File: config.mk
export PLATFORM = sky130hd
export DESIGN_NAME = serial_rx
export DESIGN_NICKNAME = d
export VERILOG_FILES = /design/src/rtl/serial_rx.sv
export SDC_FILE = /design/constraint.sdc
export NUM_CORES = 2
export LEC_CHECK = 0
export BUFFER_PORTS_ARGS = -buffer_cell sky130_fd_sc_hd__buf_2
export CORE_AREA = 2 2 204 306
export CTS_BUF_LIST = sky130_fd_sc_hd__clkbuf_2 sky130_fd_sc_hd__clkbuf_4 sky130_fd_sc_hd__clkbuf_8
export DETAILED_ROUTE_END_ITERATION = 12
export DIE_AREA = 0 0 206 308
export PLACE_DENSITY = 0.88
export SYNTH_ARGS = -nofsm -noshare
export SYNTH_HDL_FRONTEND = slang
export SYNTH_SLANG_ARGS = --single-unit
File: constraint.sdc
create_clock -name clk -period 18.6 [get_ports clk]
set_input_delay 0.93 -clock clk [delete_from_list [all_inputs] [get_ports clk]]
set_output_delay 0.93 -clock clk [all_outputs]
set_load 0.05 [all_outputs]
File: src/rtl/serial_rx.sv
// Serial word receiver: rebuilds an MSB-first frame from serial_tx using the shared cnt timebase.
// Each bit is sampled mid-period; the frame-start line level is checked and flagged via err.
module serial_rx #(
  parameter int unsigned          P_DATA_W  = 256,
  parameter logic [P_DATA_W-1:0]  P_RX_INIT = '0
) (
  input  logic                clk,
  input  logic                rst,
  input  logic                din,
  input  logic                y0,
  input  logic [7:0]          nbits,
  input  logic [31:0]         n0,
  input  logic [31:0]         n1,
  input  logic [31:0]         n2,
  input  logic [31:0]         n3,
  input  logic [31:0]         cnt,
  output logic [P_DATA_W-1:0] data,
  output logic                valid,
  output logic                err,
  output logic                busy
);

  typedef enum logic [1:0] {
    StIdle,
    StSample,
    StTail
  } state_e;

  state_e state_q, state_d;

  logic [P_DATA_W-1:0] sr_q, sr_d;
  logic [P_DATA_W-1:0] data_q, data_d;
  logic [P_DATA_W-1:0] sr_shift;
  logic [7:0]          bit_cnt_q, bit_cnt_d;
  logic [7:0]          bit_cnt_inc;
  logic [31:0]         nxt_q, nxt_d;
  logic [31:0]         tail_q, tail_d;
  logic                err_r_q, err_r_d;
  logic                err_q, err_d;
  logic                valid_q, valid_d;

  logic [31:0] i_n1, i_n2, period, half;
  logic [7:0]  nb;

  // Zero-valued settings are promoted to 1 so the bit period can never collapse.
  always_comb begin
    i_n1   = (n1 == 32'd0) ? 32'd1 : n1;
    i_n2   = (n2 == 32'd0) ? 32'd1 : n2;
    period = i_n1 + i_n2;
    half   = period >> 1;
    nb     = (nbits == 8'd0) ? 8'd1 : nbits;
  end

  // Shift form keeps P_DATA_W == 1 legal; older bits fall off the top for long frames.
  assign sr_shift    = (sr_q << 1) | P_DATA_W'(din);
  assign bit_cnt_inc = bit_cnt_q + 8'd1;

  // State register.
  always_ff @(posedge clk or posedge rst) begin
    if (rst) begin
      state_q   <= StIdle;
      sr_q      <= '0;
      data_q    <= P_RX_INIT;
      bit_cnt_q <= 8'd0;
      nxt_q     <= 32'd0;
      tail_q    <= 32'd0;
      err_r_q   <= 1'b0;
      err_q     <= 1'b0;
      valid_q   <= 1'b0;
    end else begin
      state_q   <= state_d;
      sr_q      <= sr_d;
      data_q    <= data_d;
      bit_cnt_q <= bit_cnt_d;
      nxt_q     <= nxt_d;
      tail_q    <= tail_d;
      err_r_q   <= err_r_d;
      err_q     <= err_d;
      valid_q   <= valid_d;
    end
  end

  // Next-state and datapath updates.
  always_comb begin
    state_d   = state_q;
    sr_d      = sr_q;
    data_d    = data_q;
    bit_cnt_d = bit_cnt_q;
    nxt_d     = nxt_q;
    tail_d    = tail_q;
    err_r_d   = err_r_q;
    err_d     = err_q;
    valid_d   = 1'b0;

    case (state_q)
      StIdle: begin
        sr_d      = '0;
        bit_cnt_d = 8'd0;
        if (cnt == n0) begin
          err_r_d = (din != y0);
          nxt_d   = cnt + i_n1 + half;
          state_d = StSample;
        end
      end
      StSample: begin
        if (cnt == nxt_q) begin
          sr_d      = sr_shift;
          bit_cnt_d = bit_cnt_inc;
          nxt_d     = nxt_q + period;
          if (bit_cnt_inc == nb) begin
            data_d  = sr_shift;
            valid_d = 1'b1;
            err_d   = err_r_q;
            // Hold until the transmitter finishes the last bit period plus its tail.
            tail_d  = cnt + (period - half) + n3;
            state_d = StTail;
          end
        end
      end
      StTail: begin
        if (cnt == tail_q) begin
          state_d = StIdle;
        end
      end
      default: begin
        state_d = StIdle;
      end
    endcase
  end

  // Outputs.
  always_comb begin
    busy  = (state_q != StIdle);
    data  = data_q;
    valid = valid_q;
    err   = err_q;
  end

endmodule

; ---- Yosys cells after proc, flatten, opt, wreduce, memory -nomap -nowiden
; Index checks and enable logic that the tools add are counted.
[classes]
add_sub_neg = 8
eq_ne = 11
mux = 18
bitwise_logic = 1
n_reduce_logical = 11
[op_table]
columns = op, count
row1 = case mux 255 bit (2 select lines), 1
row2 = OR 256 x 1 -> 256 bit, 1
row3 = 2-to-1 mux 255 bit, 1
row4 = adder 32 bit, 5
row5 = 2-to-1 mux 32 bit, 4
row6 = equality test 32 bit, 3
row7 = zero test 32 bit, 2
row8 = case mux 32 bit (2 select lines), 1
row9 = adder 32 x 31 -> 32 bit, 1
row10 = subtractor 32 x 31 -> 32 bit, 1
row11 = 2-to-1 mux 8 bit, 2
row12 = case mux 8 bit (2 select lines), 1
row13 = adder 8 x 1 -> 8 bit (second input constant), 1
row14 = equality test 8 bit, 1
row15 = zero test 8 bit, 1
row16 = 2-to-1 mux 2 bit, 4
row17 = != test 2 bit (second input constant), 4
row18 = case mux 2 bit (3 select lines), 1
row19 = AND reduction 3 bit, 2
row20 = AND reduction 2 bit, 2
row21 = AND reduction 4 bit, 1
row22 = nonzero test 2 bit, 2
row23 = 2-to-1 mux 1 bit, 3
row24 = equality test 2 x 1 -> 1 bit (second input constant), 1
row25 = other kinds (3), 3
[totals]
register_bits = 588
output_inout_bits = 259
elab_cells = 58

; ---- Depth between registers and ports, before layout
[depth]
ltp_word = 6
depth_mapped = 30

; ---- Least setup slack after synthesis
; OpenSTA, ideal clock, no wires.
[synth_timing]
path_type = input-to-reg
from = in n1[8]
to = reg nxt_q[31]
setup_ps = 126
arrival_time_ps = 6811
required_ps = 18474
path_slack_ps = 11663
path_stages = 29
n_path_buf = 1
path_cell_list = clkbuf_1 > nor4_1 > nand4_1 > o21bai_1 > ha_1 > inv_1 > o31ai_2 > o211ai_1 > nand2_1 > a21oi_1 > o21ai_0 > xor2_1 > inv_1 > fa_1 > inv_1 > ha_1 > a21o_1 > a21o_1 > a211oi_1 > nand3_1 > o21ai_0 > o21bai_1 > a2111oi_0 > o31ai_1 > o41ai_1 > o21a_1 > o21ai_0 > xnor2_1 > a221o_1
[synth_via]
elab_chain_cells = 6
elab_cells_between_ends = 9
[synth_lines]
columns = item, line
row1 = start: declaration, 13  ; input logic [31:0] n1,
row2 = zero test 32 bit, 47  ; i_n1 = (n1 == 32'd0) ? 32'd1 : n1;
row3 = 2-to-1 mux 32 bit *, 47
row4 = adder 32 bit (on tied branches), "49, 101"
row5 = adder 32 bit or adder 32 x 31 -> 32 bit (tied branches), "109, 101"
row6 = 2-to-1 mux 32 bit (on tied branches), "106, 99"
row7 = case mux 32 bit (2 select lines) *, 95  ; case (state_q)
row8 = end signal: assignment, 75  ; nxt_q <= nxt_d;
row9 = end: declaration, 36  ; logic [31:0] nxt_q, nxt_d;
; Mark *: on every way between the ends. The rest lies on a longest branch, timed or not. The select of a mux whose other input is x is not followed.
; A chain may end at the register's enable or synchronous reset.

; ---- Worst setup path in the final report
[layout_timing]
from = in n1[26]
to = reg nxt_q[31]
; The elaborated chain is that of the path after synthesis.

==> metrics.yaml <==
skew_ps: 51.7
syn_to_final_growth_pct: 13.2
postCtsSetupRepairBufs: 0
final_area_mm2: 0.0375
irDropWorstVdd_uv: 78.9
cts_tree: "built"
vias: 28811
vias_per_cell: 5.67
min_path_type: "primary input to async pin"
rsz0062_at_grt: "false"
cp-end-kind: "flop"
dr.pass1.iters: 7
ctsResizeCount: 0
async_flop_share_pct: 100
timing.fmax_mhz: 120
tightestPinTransition_ps: 1320
drt_iter0_drc: 2387
ys_seq_elements: 588
synth.avg_cell_area_um2: 8.45
critPathKind: "primary input to flop"
intPower_mw: 2.37
yosysWarnings: 0
r2r_cells: 12
cp_max_fo: 5
synth_cells: 3924
final_cells: 5080
ff2ff_setup_slack_ps: 11750
r2r_start: "nxt_q[21]"
initial_core_util_pct: 54.5
postLayoutCoreUtil_pct: 61.7
chipHeight_um: 308
swShare_pct: 33.9
holdWs_ps: 326
num_io_pins: 431
grt_max_degree: 204
ant_nets: 0
port_buffers: 430
critPathRequiredTime_ps: 19160
routabilityCongestion: 1.04
grt_usage_pct: 32.3
placed_cell_area_mm2: 0.0356
cts.clk_slew.worst_paths_ps: 70
r2r_end: "data[12]"
total_power_mw: 3.59
max_cap_viol_count: 0
min_period_ps: 8350
syn-num-nets: 4300
grt_pass1_vias: 28425
drive_gt1_share_pct: 15.7
cts_buffers: 83
cts_sinks: 588
p_seq_share_pct: 35.7
overflow: 0
num_rows: 111
synth-main-ff-cell: "dfrtp_1"
power_density_mw_per_mm2: 95.6
arrival_ps: 8910
grt_first_pass_wirelength_um: 157000
report.final.slew_viol_count: 0
cp-start-kind: "primary input"
mappedNetlistArea_mm2: 0.0331
relSlewSlack_pct: 11.2
nets: 4597
dieArea_mm2: 0.0634
power_frac_comb_pct: 32.6
slowest_delay_ps: 710
setup_ws_ps: 10250
yosysUniqueCellTypes: 99
power.switching_mw: 1.22
core_mm2: 0.0608
power_leakage_nw: 21.1
crit_slowest_cell: "nand4_1"
grt_antenna_before_repair: 10
worstSkewPairLatency_ps: 680
fin_crit_sh_pct: 44.9
cts_max_level: 3
synth_edf_count: 0
hold_violations: 0
dp_hpwl_um: 72700
die_w_um: 206
wirelength_um: 102000
run_status: "completed"
pwr-share-clk_pct: 31.7
preCtsSetupSlack_ps: 9900
setup_tns_ps: 0
finalSetupViolCount: 0
drc: 0
clk_path_buf_depth: 3
placed_cells: 4926
routedWlPerCell_um: 20.2
cts_root_buffer: "clkbuf_8"
synth_seq_area_share_pct: 44.4
ctsHoldBuffers: 0
[synthesized netlist by cell type (all sizes together) (4+ instances only)]
cell | n | area (um2)
nand2 | 1414 | 5310
dfrtp | 588 | 14700
nand3 | 278 | 1390
inv | 216 | 811
clkbuf | 214 | 813
xnor2 | 154 | 1380
ha | 126 | 1580
o21ai | 123 | 623
a21oi | 115 | 587
xor2 | 90 | 796
nor2 | 86 | 323
fa | 78 | 1560
a21o | 53 | 402
nor3 | 38 | 211
nand4 | 35 | 219
nor4 | 34 | 219
o21a | 27 | 204
buf | 26 | 118
a31oi | 20 | 140
o31ai | 15 | 123
a211oi | 13 | 118
o21bai | 13 | 97.6
and3 | 12 | 75.1
nand2b | 12 | 75.1
nor2b | 12 | 75.1
o211ai | 12 | 100
a2111oi | 9 | 110
o22ai | 9 | 56.3
or3 | 9 | 57.6
and2 | 8 | 51.3
or2 | 7 | 43.8
nor3b | 5 | 60.1
a211o | 4 | 35.0
maj3 | 4 | 41.3
mux2 | 4 | 48.8
nand3b | 4 | 30.0
o2111ai | 4 | 35.0
o31a | 4 | 36.3
[worst max-delay path, delay by kind of cell]
| family | cells | cell delay, ps |
|---|---|---|
| xor gates and xnor gates | 2 | 570 |
| adders and majority gates | 3 | 1170 |
| buffers and inverters | 4 | 370 |
| AOI/OAI and AO/OA | 16 | 4380 |
| and+or+nand+nor | 4 | 1480 |
[layer usage]
metal	vias to the layer above	global-route usage, %	routed length (um)
li1	13311	-	-
met1	13959	37.5	36800
met2	1219	53.0	49600
met3	310	7.25	8130
met4	12	22.1	7800
met5	-	0	69
[state kept, by name, indices dropped and copies added (netlist names)]
signal     count
tail_q        32
state_q        2
sr_q         255
nxt_q         32
bit_cnt_q      8
valid          1
data         256
err            1
err_r_q        1
[cells in the final DEF, fill, tap and decap left out, drive strengths merged, types with 20 or more instances in the layout]
master,count
nor4,34
o21ai,123
nor3,38
a21oi,115
buf,452
fa,78
nor2,86
dfrtp,588
nand2,1414
inv,219
xor2,90
clkbuf,126
a31oi,20
nand4,35
nand3,278
o21a,27
xnor2,154
ha,126
a21o,53
[layout make-up]
class / count / area, um2
diodes: 4 / 10.0
clock buffers: 126 / 1590
clock inverters: 23 / 274
fillers: 5048 / 23300
inverters: 217 / 837
multi-input cells: 2879 / 16700
flip-flops and latches: 588 / 14700
well taps: 791 / 990
repair buffers: 452 / 2370
[power groups by stage]
stage	Combinational, mW	Clock (mW)	Sequential [mW]
6_report	1.17	1.14	1.28
3_3_place_gp	1.13	0	1.30
3_5_place_dp	1.14	0	1.30
4_1_cts	1.15	1.16	1.28
2_1_floorplan	0.863	0	1.30
5_1_grt	1.29	1.21	1.28
[worst max path at each step]
stage,startpoint,endpoint,slack [ps]
5_1_grt,n1[26],tail_q[29],9830
6_report,n1[26],nxt_q[31],10250
3_5_place_dp,n2[29],nxt_q[31],9900
3_3_place_gp,n2[29],nxt_q[31],9980
2_1_floorplan,rst,bit_cnt_q[0],1220
4_1_cts,n2[29],nxt_q[31],10570
[logic make-up (layout without fill, tap and decap cells)]
group           Yosys count  after routing  synth area share [%]
mux                       6              6                 0.208
other cells               0              4                     0
buf+inv                 457            818                  5.27
simple gates           1957           1957                  24.6
fa+ha+maj               208            208                  9.59
flops                   588            588                  44.4
compound gates          463            463                  9.28
xor+xnor                245            245                  6.62
(Power assumes the default switching activity.)
